$ cat config.mk
export PLATFORM = sky130hd
export DESIGN_NAME = reg_write_arbiter
export DESIGN_NICKNAME = d
export VERILOG_FILES = /design/src/rtl/reg_write_arbiter_pkg.sv /design/src/rtl/reg_write_arbiter_rr.sv /design/src/rtl/reg_write_arbiter.sv
export SDC_FILE = /design/constraint.sdc
export NUM_CORES = 1
export LEC_CHECK = 0
export BUFFER_PORTS_ARGS = -buffer_cell sky130_fd_sc_hd__buf_2
export CAP_MARGIN = 20
export CORE_AREA = 4 4 96 71
export CTS_BUF_LIST = sky130_fd_sc_hd__clkbuf_8
export DETAILED_ROUTE_END_ITERATION = 10
export DIE_AREA = 0 0 100 75
export PLACE_DENSITY_LB_ADDON = 0.1
export SYNTH_ARGS = -nofsm -noshare
export SYNTH_HDL_FRONTEND = slang
export SYNTH_SLANG_ARGS = --single-unit
$ cat constraint.sdc
create_clock -name CLK -period 1.7 [get_ports CLK]
set_input_delay 0.34 -clock CLK [delete_from_list [all_inputs] [get_ports CLK]]
set_output_delay 0.34 -clock CLK [all_outputs]
set_load 0.005 [all_outputs]
$ cat src/rtl/reg_write_arbiter_pkg.sv
// reg_write_arbiter_pkg
// Shared definitions for the register-file write arbiter:
//   - state_t   : arbiter FSM encoding (ARB = normal grants, CLEAR = zeroing sweep)
//   - NUM_REGS, ADDR_WIDTH, DATA_WIDTH : default geometry of the register file
package reg_write_arbiter_pkg;

  typedef enum logic {
    ARB   = 1'b0,
    CLEAR = 1'b1
  } state_t;

  localparam int NUM_REGS   = 32;
  localparam int ADDR_WIDTH = 5;
  localparam int DATA_WIDTH = 32;

endpackage

$ cat src/rtl/reg_write_arbiter_rr.sv
// rr_arbiter2
// Two-way round-robin grant with combinational grant outputs.
// Ports:
//   CLK    in   clock, rising edge
//   RESET  in   asynchronous active-low reset (pointer returns to requester 0)
//   valid  in   [1:0] request lines
//   block  in   forces both grants low
//   grant  out  [1:0] one-hot (or zero) grant, never set without its valid
module rr_arbiter2 (
  input  logic       CLK,
  input  logic       RESET,
  input  logic [1:0] valid,
  input  logic       block,
  output logic [1:0] grant
);

  logic rr_ptr;

  always_comb begin
    grant = 2'b00;
    if (!block) begin
      case (valid)
        2'b01:   grant = 2'b01;
        2'b10:   grant = 2'b10;
        2'b11:   grant = rr_ptr ? 2'b10 : 2'b01;
        default: grant = 2'b00;
      endcase
    end
  end

  // A grant always implies a transfer, so the pointer moves to the
  // requester that was not served.
  always_ff @(posedge CLK or negedge RESET) begin
    if (!RESET) begin
      rr_ptr <= 1'b0;
    end else if (|grant) begin
      rr_ptr <= grant[0];
    end
  end

endmodule

$ cat src/rtl/reg_write_arbiter.sv
// reg_write_arbiter
// Owns the register file write port. Shares it between REQ0 (ALU) and REQ1
// (load) with round-robin arbitration, and runs a sweep that writes zero to
// every register when CLEAR_REQ is seen.
// Ports:
//   CLK, RESET                         clock / async active-low reset
//   REQn_VALID, REQn_ADDR, REQn_DATA   requester n write request
//   REQn_READY                         requester n granted (combinational)
//   CLEAR_REQ                          level request for a clear sweep
//   CLEAR_BUSY                         sweep in progress (registered)
//   CLEAR_DONE                         one-cycle pulse on the last sweep write
//   WRITE, INADDRESS, IN               registered register-file write port
module reg_write_arbiter
  import reg_write_arbiter_pkg::*;
#(
  parameter int NUM_REGS   = reg_write_arbiter_pkg::NUM_REGS,
  parameter int ADDR_WIDTH = reg_write_arbiter_pkg::ADDR_WIDTH,
  parameter int DATA_WIDTH = reg_write_arbiter_pkg::DATA_WIDTH
) (
  input  logic                  CLK,
  input  logic                  RESET,
  input  logic                  REQ0_VALID,
  input  logic [ADDR_WIDTH-1:0] REQ0_ADDR,
  input  logic [DATA_WIDTH-1:0] REQ0_DATA,
  output logic                  REQ0_READY,
  input  logic                  REQ1_VALID,
  input  logic [ADDR_WIDTH-1:0] REQ1_ADDR,
  input  logic [DATA_WIDTH-1:0] REQ1_DATA,
  output logic                  REQ1_READY,
  input  logic                  CLEAR_REQ,
  output logic                  CLEAR_BUSY,
  output logic                  CLEAR_DONE,
  output logic                  WRITE,
  output logic [ADDR_WIDTH-1:0] INADDRESS,
  output logic [DATA_WIDTH-1:0] IN
);

  // One extra bit so the terminal compare cannot wrap for NUM_REGS = 2**ADDR_WIDTH.
  localparam logic [ADDR_WIDTH:0] CNT_LAST = (ADDR_WIDTH + 1)'(NUM_REGS - 1);

  state_t                state;
  logic   [ADDR_WIDTH:0] counter;
  logic   [1:0]          grant;
  logic                  block;

  // Grants are suppressed during reset, while a clear is requested, and
  // for the whole sweep.
  assign block = !RESET || CLEAR_REQ || (state == CLEAR);

  rr_arbiter2 u_rr (
    .CLK   (CLK),
    .RESET (RESET),
    .valid ({REQ1_VALID, REQ0_VALID}),
    .block (block),
    .grant (grant)
  );

  assign REQ0_READY = grant[0];
  assign REQ1_READY = grant[1];

  always_ff @(posedge CLK or negedge RESET) begin
    if (!RESET) begin
      state      <= ARB;
      counter    <= '0;
      WRITE      <= 1'b0;
      INADDRESS  <= '0;
      IN         <= '0;
      CLEAR_BUSY <= 1'b0;
      CLEAR_DONE <= 1'b0;
    end else begin
      case (state)
        ARB: begin
          CLEAR_DONE <= 1'b0;
          if (CLEAR_REQ) begin
            state      <= CLEAR;
            counter    <= '0;
            CLEAR_BUSY <= 1'b1;
            WRITE      <= 1'b0;
          end else if (grant[0]) begin
            WRITE     <= 1'b1;
            INADDRESS <= REQ0_ADDR;
            IN        <= REQ0_DATA;
          end else if (grant[1]) begin
            WRITE     <= 1'b1;
            INADDRESS <= REQ1_ADDR;
            IN        <= REQ1_DATA;
          end else begin
            WRITE <= 1'b0;
          end
        end
        CLEAR: begin
          WRITE     <= 1'b1;
          INADDRESS <= counter[ADDR_WIDTH-1:0];
          IN        <= '0;
          counter   <= counter + 1'b1;
          if (counter == CNT_LAST) begin
            state      <= ARB;
            CLEAR_BUSY <= 1'b0;
            CLEAR_DONE <= 1'b1;
          end
        end
        default: state <= ARB;
      endcase
    end
  end

endmodule
### After elaboration in Yosys (flattened, before gate mapping)

Cells that the tools add are included.

* equal/unequal tests: 8
* add/subtract/negate cells: 1
* mux-type cells: 25
* bitwise gates (word level): 1
* shift operators: 0
* order comparisons: 0
* multiply operators: 0
* reduce and logical (&&, ||, !) cells: 6
* div/mod/pow operators: 0

Operators with widths (count)
* $mux 32: 3
* $pmux 32 s2: 1
* $mux 5: 3
* $pmux 6 s2: 1
* $pmux 5 s2: 1
* $mux 1: 8
* $pmux 1 s2: 4
* $add 6x1->6 const B: 1
* $eq 6x5->1 const B: 1
* $mux 6: 1
* $pmux 2 s3: 1
* $eq 2x2->1 const B: 2
* $mux 2: 2
* $ne 2x2->1 const B: 2
* $reduce_and 2->1: 2
* $ne 3x3->1 const B: 1
* $eq 2x1->1 const B: 1
* $logic_or 1x1->1: 2
* $ne 2x1->1 const B: 1
* $reduce_or 2->1: 1
* $logic_not 1->1: 1
* $not 1->1: 1

* bits in latches: 0
* register bits after elaboration: 48
* output and inout port bits: 42
* memory bits (read-only): 0
* memory bits (writable): 0
* memories: 0

### Logic depth before layout (Yosys ltp)

Gate-level depths: netlist (run 1).

* depth in word-level cells: 8
* gate-level depth with buffers: 6
* mapped depth without buffers: 4

### Modules after synthesis

Synthesis (run 1) repeated with hierarchy kept, for this count alone.

* cells, all modules: 226
* area total of the unflattened synthesis: 2576.2 µm²

By module, submodules not included
* reg_write_arbiter: cells each 219, instances 1, area each 2506.2 µm²
* rr_arbiter2: cells each 7, instances 1, area each 70.1 µm²

### Worst setup path before layout (run 1)

Ideal clock, no wire load.

* path type: register to register
* start: register u_rr.rr_ptr
* end: register INADDRESS[1]
* data required time: 1.574 ns
* arrival time: 1.302 ns
* library setup time: 0.126 ns
* cell stages (with the launch flop): 5
* setup slack: 0.272 ns
* cell sequence: dfrtp_1 -> a21bo_2 -> buf_6 -> mux2_4 -> a221o_1

* longest elaborated chain between the ends: 6
* elaborated cells on any way between the ends: 8

RTL lines
* start, declared: RTL line reg_write_arbiter_rr.sv:17 `logic rr_ptr;`
* start signal, assigned: RTL line reg_write_arbiter_rr.sv:37 `rr_ptr <= grant[0];`
* $mux 2 *: RTL line reg_write_arbiter_rr.sv:25 `2'b11: grant = rr_ptr ? 2'b10 : 2'b01;`
* $pmux 2 s3 *: RTL line reg_write_arbiter_rr.sv:22 `case (valid)`
* $mux 2 *: RTL line reg_write_arbiter_rr.sv:21 `if (!block) begin`
* $mux 5: RTL line reg_write_arbiter.sv:79 `end else if (grant[0]) begin`
* $mux 5: RTL line reg_write_arbiter.sv:74 `if (CLEAR_REQ) begin`
* $pmux 5 s2: RTL line reg_write_arbiter.sv:71 `case (state)`
* end signal, assigned: RTL line reg_write_arbiter.sv:93 `INADDRESS <= counter[ADDR_WIDTH-1:0];`
* end, declared: RTL line reg_write_arbiter.sv:34 `output logic [ADDR_WIDTH-1:0] INADDRESS,`

Mark *: on every way between the ends. The rest lies on a longest branch, timed or not. The select of a mux whose other input is x is not followed.
A chain may end at the register's enable or synchronous reset.

### Worst setup path in the final report (run 1)

* start: register state
* end: output port REQ1_READY

* longest elaborated chain between the ends: 2

RTL lines
* start, declared: RTL line reg_write_arbiter.sv:41 `state_t state;`
* start signal, assigned: RTL line reg_write_arbiter.sv:63 `state <= ARB;`
* start signal, assigned: RTL line reg_write_arbiter.sv:75 `state <= CLEAR;`
* start signal, assigned: RTL line reg_write_arbiter.sv:97 `state <= ARB;`
* $logic_or 1x1->1: RTL line reg_write_arbiter.sv:48 `assign block = !RESET || CLEAR_REQ || (state == CLEAR);`
* $mux 2: RTL line reg_write_arbiter_rr.sv:21
* end, declared: RTL line reg_write_arbiter.sv:29 `output logic REQ1_READY,`

No other way between the ends.

==> results.md, run 1 <==
- Status: finished clean
- Worst path arrival time: approximately 1.4 ns
- Std-Cell Core Area: between 5000 and 6000 um^2
- Psw: around 1 mW
- # hold bufs at CTS: 0
- Count leader, synth: dfrtp_1
- Final nets: about 440
- DRT Wirelength: ~6.8 mm
- Die width: around 100 um
- DRC violations left: 0
- Synth cell count leaders: dfrtp_1, mux2i_1, nand2_1, nand2b_1, a21oi_1
- Antenna violations before repair: 0
- H-tree depth: 2
- Critical path type: flip-flop to primary output
- Fin. Hold Viols: 0
- CP max FO: 2
- Synthesis-to-layout area growth: 34.31%
- Clock Tree Buf Depth: 2
- P per Cell Area: 904.0 nW/um^2
- Row cnt: 24
- GPL Wtd Cong: 0.8020
- Post-synth EDFFs: 0
- Initial DRC Count: 84
- CTS buffer count: 5
- Slew Limit Fails: 0
- Mux share of post-synthesis cell area: 0.1618
- First-pass GRT wire length: 10.45 mm
- Final Setup Violations: 0
- Vias in the first global route: around 2.1k
- Die Ht: approximately 75 um
- Required time worst endpoint: about 1.4 ns
- Largest family of logic cells by synthesized area: compound AO/OA/AOI/OAI gates
- WL/cell: 15.38 um
- Clk_skew: between 0.003 and 0.004 ns
- Sink Count: between 40 and 50
- GRT Total Usage: 0.1802
- Worst slew margin: 0.6552
- Syn_nets: ~310
- RSZ-0062 raised after global routing: true
- Post-placement setup slack: around 0.16 ns
- Actual slew at the worst max-slew pin: approximately 0.51 ns
- Starting Density: 0.4309
- Clock share of power: 0.227
- Number of synthesized register bits: 48
- Simple-gate share of the synthesized area: 0.1346
- DRT Pass-1 Iters: 4
- Leak Pwr: 1.787 nW
- DIE AREA: approximately 7500 um^2
- Root buf cell: clkbuf_8
- Final WS setup: about 0.011 ns
- DR vias: 2220
- XOR/XNOR Fraction of Synth Area: 0.006803
- Hold crit path type: input pin to async pin
- Clock latency on the worst-skew pair: 0.30 ns
- Top post-synthesis cells by area: dfrtp_1, mux2i_1, a311oi_2
- Synth Area per Inst: 11.05 um^2
- Io pins: ~120
- Vias per cell: ~5.0
- Startpoint Class: flip-flop
- Period utilization: 0.9937
- Post-route ant nets: 0
- Area share of the leading cell type in the synthesized netlist: 0.4665
- Asr flop ratio synth: 1.000
- Logic pwr share: 0.305
- Pin count of the biggest net entering global routing: 30
- Worst Setup End Kind: primary output
- Fraction of the mapped netlist area in compound gates: 0.1647
- Synth area leader: dfrtp_1
- Cell Area, Synth: ~2600 um^2
- Sw Ratio: 0.3166
- CTS tree: done
- Synth Instances: 233
- Dpl hpwl: 5.040 mm
- Seq/Total Area, Yosys: 0.4665
- Flop pwr share: 0.468
- Non-Filler Instances: 442
- Synth Flop Type: dfrtp_1
- Clock transition at the registers of the reported paths: roughly 0.090 ns
- Max-Cap Viols: 0
- Layout cell share with drive strength beyond 1: 0.4643
- Antenna diodes: 0
- Adder-cell area share of the yosys netlist: 0.004859
- Fmax: 592.0 MHz
- IO Port Bufs: 120
- Int Pwr: 2.137 mW
- Total placed cells including tap cells: about 430
- Worst IR Drop VDD: around 0.00051 V
- Tmin final: 1.689 ns
- Yosys Warn Count: 0
- GRT overflow: 0
- Number of distinct library cells after synthesis: 40
kinds of logic (layout without fill, tap and decap cells):
family	count (synthesis)	count (layout)
AO/OA/AOI/OAI	47	47
XOR/XNOR	2	2
adder cells (fa/ha/maj)	1	1
buffers and inverters	27	158
flip-flops	48	48
multiplexers	41	41
AND/OR/NAND/NOR	67	67
sequential cells by signal, indices dropped and copies added, names as in the netlist:
| register | count |
|---|---|
| WRITE | 1 |
| CLEAR_DONE | 1 |
| INADDRESS | 5 |
| u_rr.rr_ptr | 1 |
| counter | 6 |
| state | 1 |
| CLEAR_BUSY | 1 |
| IN | 32 |
placed cells by master (no fill, tap or decap), types with 2 or more instances in the layout:
cell / instances
buf_12: 2
a221o_1: 2
a221oi_1: 2
nand2_1: 29
a311oi_2: 10
mux2i_1: 39
nand4_1: 3
a311oi_1: 2
a21oi_1: 16
buf_6: 2
a21o_1: 2
clkinv_2: 2
buf_4: 18
nand2b_1: 22
buf_2: 119
clkbuf_8: 6
a22o_1: 3
nand3_1: 3
dfrtp_1: 47
inv_1: 9
layout make-up:
| class | count | area [um^2] |
|---|---|---|
| Clock buffer | 6 | 82.58 |
| Clock inverter | 2 | 10.01 |
| Fill cell | 557 | 2517 |
| Inverter | 9 | 33.78 |
| Multi-Input combinational cell | 158 | 1239 |
| Sequential cell | 48 | 1202 |
| Tap cell | 78 | 97.59 |
| Timing Repair Buffer | 141 | 793.3 |
what timing repair did:
action / in CTS / in global routing
setup buffers: 3 / 2
endpoints found under the setup margin: 2 / 2
gates resized for setup: 3 / 4
pin swaps: 1 / 3
cloned: 0 / 0
per-layer routing:
layer,GRT usage,vias to the layer above,part of all wire
met4,0.04933,0,0.011
met5,0,-,0
li1,-,1086,-
met2,0.2742,87,0.44
met1,0.2579,1040,0.46
met3,0.04630,7,0.082
metrics by stage:
stage | hold slack, ns | power [mW] | setup TNS [ns] | utilization | cell area, um^2
after floorplan | 0.04441 | 2.047 | 0 | - | 2575
after global placement | 0.3983 | 2.411 | 0 | 0.5517 | 3297
after detailed placement | 0.3980 | 2.418 | 0 | 0.5517 | 3297
after CTS | 0.06033 | 3.146 | 0 | 0.5739 | 3430
after global routing | 0.05904 | 3.343 | -0.08305 | 0.5787 | 3458
final | 0.05828 | 3.126 | 0 | 0.5787 | 3458
final timing paths:
path / end / startpoint / slack (ns) / depth (start not counted)
max in group asynchronous: IN[2] / RESET / 0.98 / 3
min reg2reg: CLEAR_DONE / CLEAR_DONE / 0.49 / 1
min: IN[25] / RESET / 0.06 / 2
min in group CLK: IN[29] / REQ0_DATA[29] / 0.29 / 3
max reg2reg: IN[19] / state / 0.09 / 6
max: REQ1_READY / state / 0.01 / 4
power by group through the flow:
stage	sequential, mW	combinational, mW	clock (mW)
floorplan	1.46	0.584	0
global placement	1.49	0.921	0
detailed placement	1.49	0.932	0
CTS	1.47	0.948	0.732
global route	1.49	1.07	0.786
finish	1.46	0.953	0.709
critical path: stages, from the launching register on:
cell and delay (ns):
dfrtp_2 0.42, nor3b_2 0.20, buf_4 0.15, and3_4 0.19, buf_6 0.09
Note: power is estimated with default switching activity, not from simulation.
==> inputs of run 2 (changes only) <==
Settings changed: HOLD_SLACK_MARGIN from default to 0.08.
==> run 2 against run 1 <==
  * Sequential cell count unchanged
  * Die area is the same
  * Fmax barely moved
  * Cell area grew 0.22%
  * First-iteration DRC count is 11% lower
  * Global-route usage up 0.080 points
  * Utilization up 0.13 points
  * Sequential share of layout area decreased by 0.075 points
  * Highest routed layer unchanged
  * Count of clock-buffer cells in the layout is the same
  * Total power shrank 0.17%
==> results.md, run 2 (same netlist as run 1, synthesis figures left out) <==
- P per Cell Area: roughly 900 nW/um^2
- Dpl hpwl: 5.040 mm
- CTS tree: done
- Critical path type: flip-flop to primary output
- Fin. Hold Viols: 0
- DRC violations left: 0
- Fin util: 0.5800
- CTS buffer count: 5
- FF-to-FF End: IN[19]
- Leak Pwr: between 1.5 and 2 nW
- Worst path arrival time: 1.35 ns
- Clk_skew: between 0.007 and 0.008 ns
- CP Cell Sequence: nor3b_2 > buf_4 > and3_4 > buf_6
- Max-Cap Viols: 0
- DIE AREA: ~7500 um^2
- DR vias: between 2k and 2.5k
- IO Port Bufs: 120
- H-tree depth: 2
- Initial DRC Count: 75
- GRT Total Usage: 0.1810
- Total placed cells including tap cells: approximately 430
- Actual slew at the worst max-slew pin: between 0.8 and 0.9 ns
- GRT overflow: 0
- Period utilization: 0.9930
- Post-DP Area: roughly 3300 um^2
- Final nets: approximately 440
- First-pass GRT wire length: around 11 mm
- Total power: between 3 and 4 mW
- Area occupied by multi-input gates: between 1000 and 1500 um^2
- Origin of the critical flop-to-flop path: state
- Startpoint Class: flip-flop
- Hold crit path type: input pin to async pin
- Clock Tree Buf Depth: 2
- Vias per cell: 5.036
- Clock share of power: 0.225
- R2r setup slk: approximately 0.09 ns
- Flop pwr share: 0.469
- Final Setup Violations: 0
- RSZ-0062 raised after global routing: true
- Starting Density: 0.4309
- Largest register by flop count: IN
- Design Area, Final: 3466 um^2
- Row cnt: 24
- WL/cell: 15.43 um
- GPL Wtd Cong: between 0.8 and 0.9
- Required time worst endpoint: roughly 1.4 ns
- Most frequent cells in the layout: buf_2, dfrtp_1, mux2i_1
- Non-Filler Instances: 443
- Worst Setup End Kind: primary output
- Sink Count: 48
- DRT Pass-1 Iters: 4
- Top Registers: IN x32, counter x6, INADDRESS x5
- Worst IR Drop VDD: 0.0005105 V
- Reg2reg path depth: 6
- Setup TNS: 0 ns
- Post-route ant nets: 0
- Filler cells: around 560
- Tmin final: 1.688 ns
- Clock latency on the worst-skew pair: 0.30 ns
- Most common cell after layout, fill and taps aside: buf_2
- Die width: about 100 um
- Psw: roughly 0.98 mW
- Logic pwr share: 0.306
- CP max FO: 2
- Slew Limit Fails: 0
- Vias in the first global route: approximately 2.1k
- Std-Cell Core Area: 5976 um^2
- Status: finished clean
- CP Buf/Inv Count: 2
- Die Ht: about 75 um
- Layout cell share with drive strength beyond 1: 0.4603
- Synthesis-to-layout area growth: 34.60%
- Root buf cell: clkbuf_8
- Fmax: slightly below 600 MHz
- Clock transition at the registers of the reported paths: 0.09 ns
- Int Pwr: between 2 and 2.5 mW
- DRT Wirelength: roughly 6.8 mm
- Antenna violations before repair: 0
- Critical path's slowest cell: dfrtp_2
- Delay-heaviest family, CP: flip-flops
- Sequential cell area: 1202 um^2
- Sw Ratio: 0.3150
- Antenna diodes: 0
- Io pins: between 100 and 150
- Pin count of the biggest net entering global routing: 30
- Worst slew margin: 0.4043
- CP peak stage delay: 0.42 ns
- Max reg flops: 32
-- run 2: stage by stage --
stage	hold WS (ns)	setup slack (ns)
after global placement	0.3983	0.2085
after CTS	0.2368	0.001385
after floorplan	0.04441	0.2719
final	0.2325	0.01186
after detailed placement	0.3980	0.1573
after global routing	0.2492	-0.05166
-- run 2: power by group through the flow --
stage          clock, mW  combinational [mW]  sequential, mW
6_report           0.702               0.954            1.47
5_1_grt            0.786                1.07            1.49
4_1_cts            0.732               0.951            1.46
3_5_place_dp           0               0.932            1.49
3_3_place_gp           0               0.921            1.49
2_1_floorplan          0               0.584            1.46
-- run 2: what timing repair did --
| item | in CTS | in global routing |
|---|---|---|
| gates cloned | 0 | 0 |
| resized for setup | 3 | 3 |
| endpoints found under the setup margin | 2 | 2 |
| hold buffers | 1 | 0 |
| endpoints found under the hold margin | 19 | 0 |
| buffers inserted | 3 | 2 |
| pin swaps | 1 | 2 |
-- run 2: worst min-delay path: stages --
cell and delay [ns]:
buf_2 0.12, buf_4 0.14, buf_4 0.35
-- run 2: area by class of cell --
class / instances / share of cell area
clock buffer: 6 / 0.02383
clock inverter: 2 / 0.002888
inverter: 9 / 0.009747
multi-input combinational: 158 / 0.3567
sequential: 48 / 0.3469
tap: 78 / 0.02816
timing repair buffer: 142 / 0.2318
-- run 2: routing by layer --
metal  share of wire  vias to the layer above  wire (um)  track usage
li1                -                     1089          -            -
met1            0.46                     1041       3170       0.2590
met2            0.44                       94       3013       0.2757
met3           0.084                        7        575      0.04630
met4           0.011                        0         75      0.04933
met5               0                        -          0            0
-- run 2: worst max path at each step --
stage	startpoint	endpoint	slack, ns	depth (start not counted)
after floorplan	u_rr.rr_ptr	INADDRESS[1]	0.27	4
after global placement	CLEAR_REQ	IN[21]	0.21	5
after global routing	state	REQ1_READY	-0.05	4
after CTS	u_rr.rr_ptr	REQ0_READY	0.001	4
final	state	REQ1_READY	0.01	4
after detailed placement	CLEAR_REQ	IN[19]	0.16	5
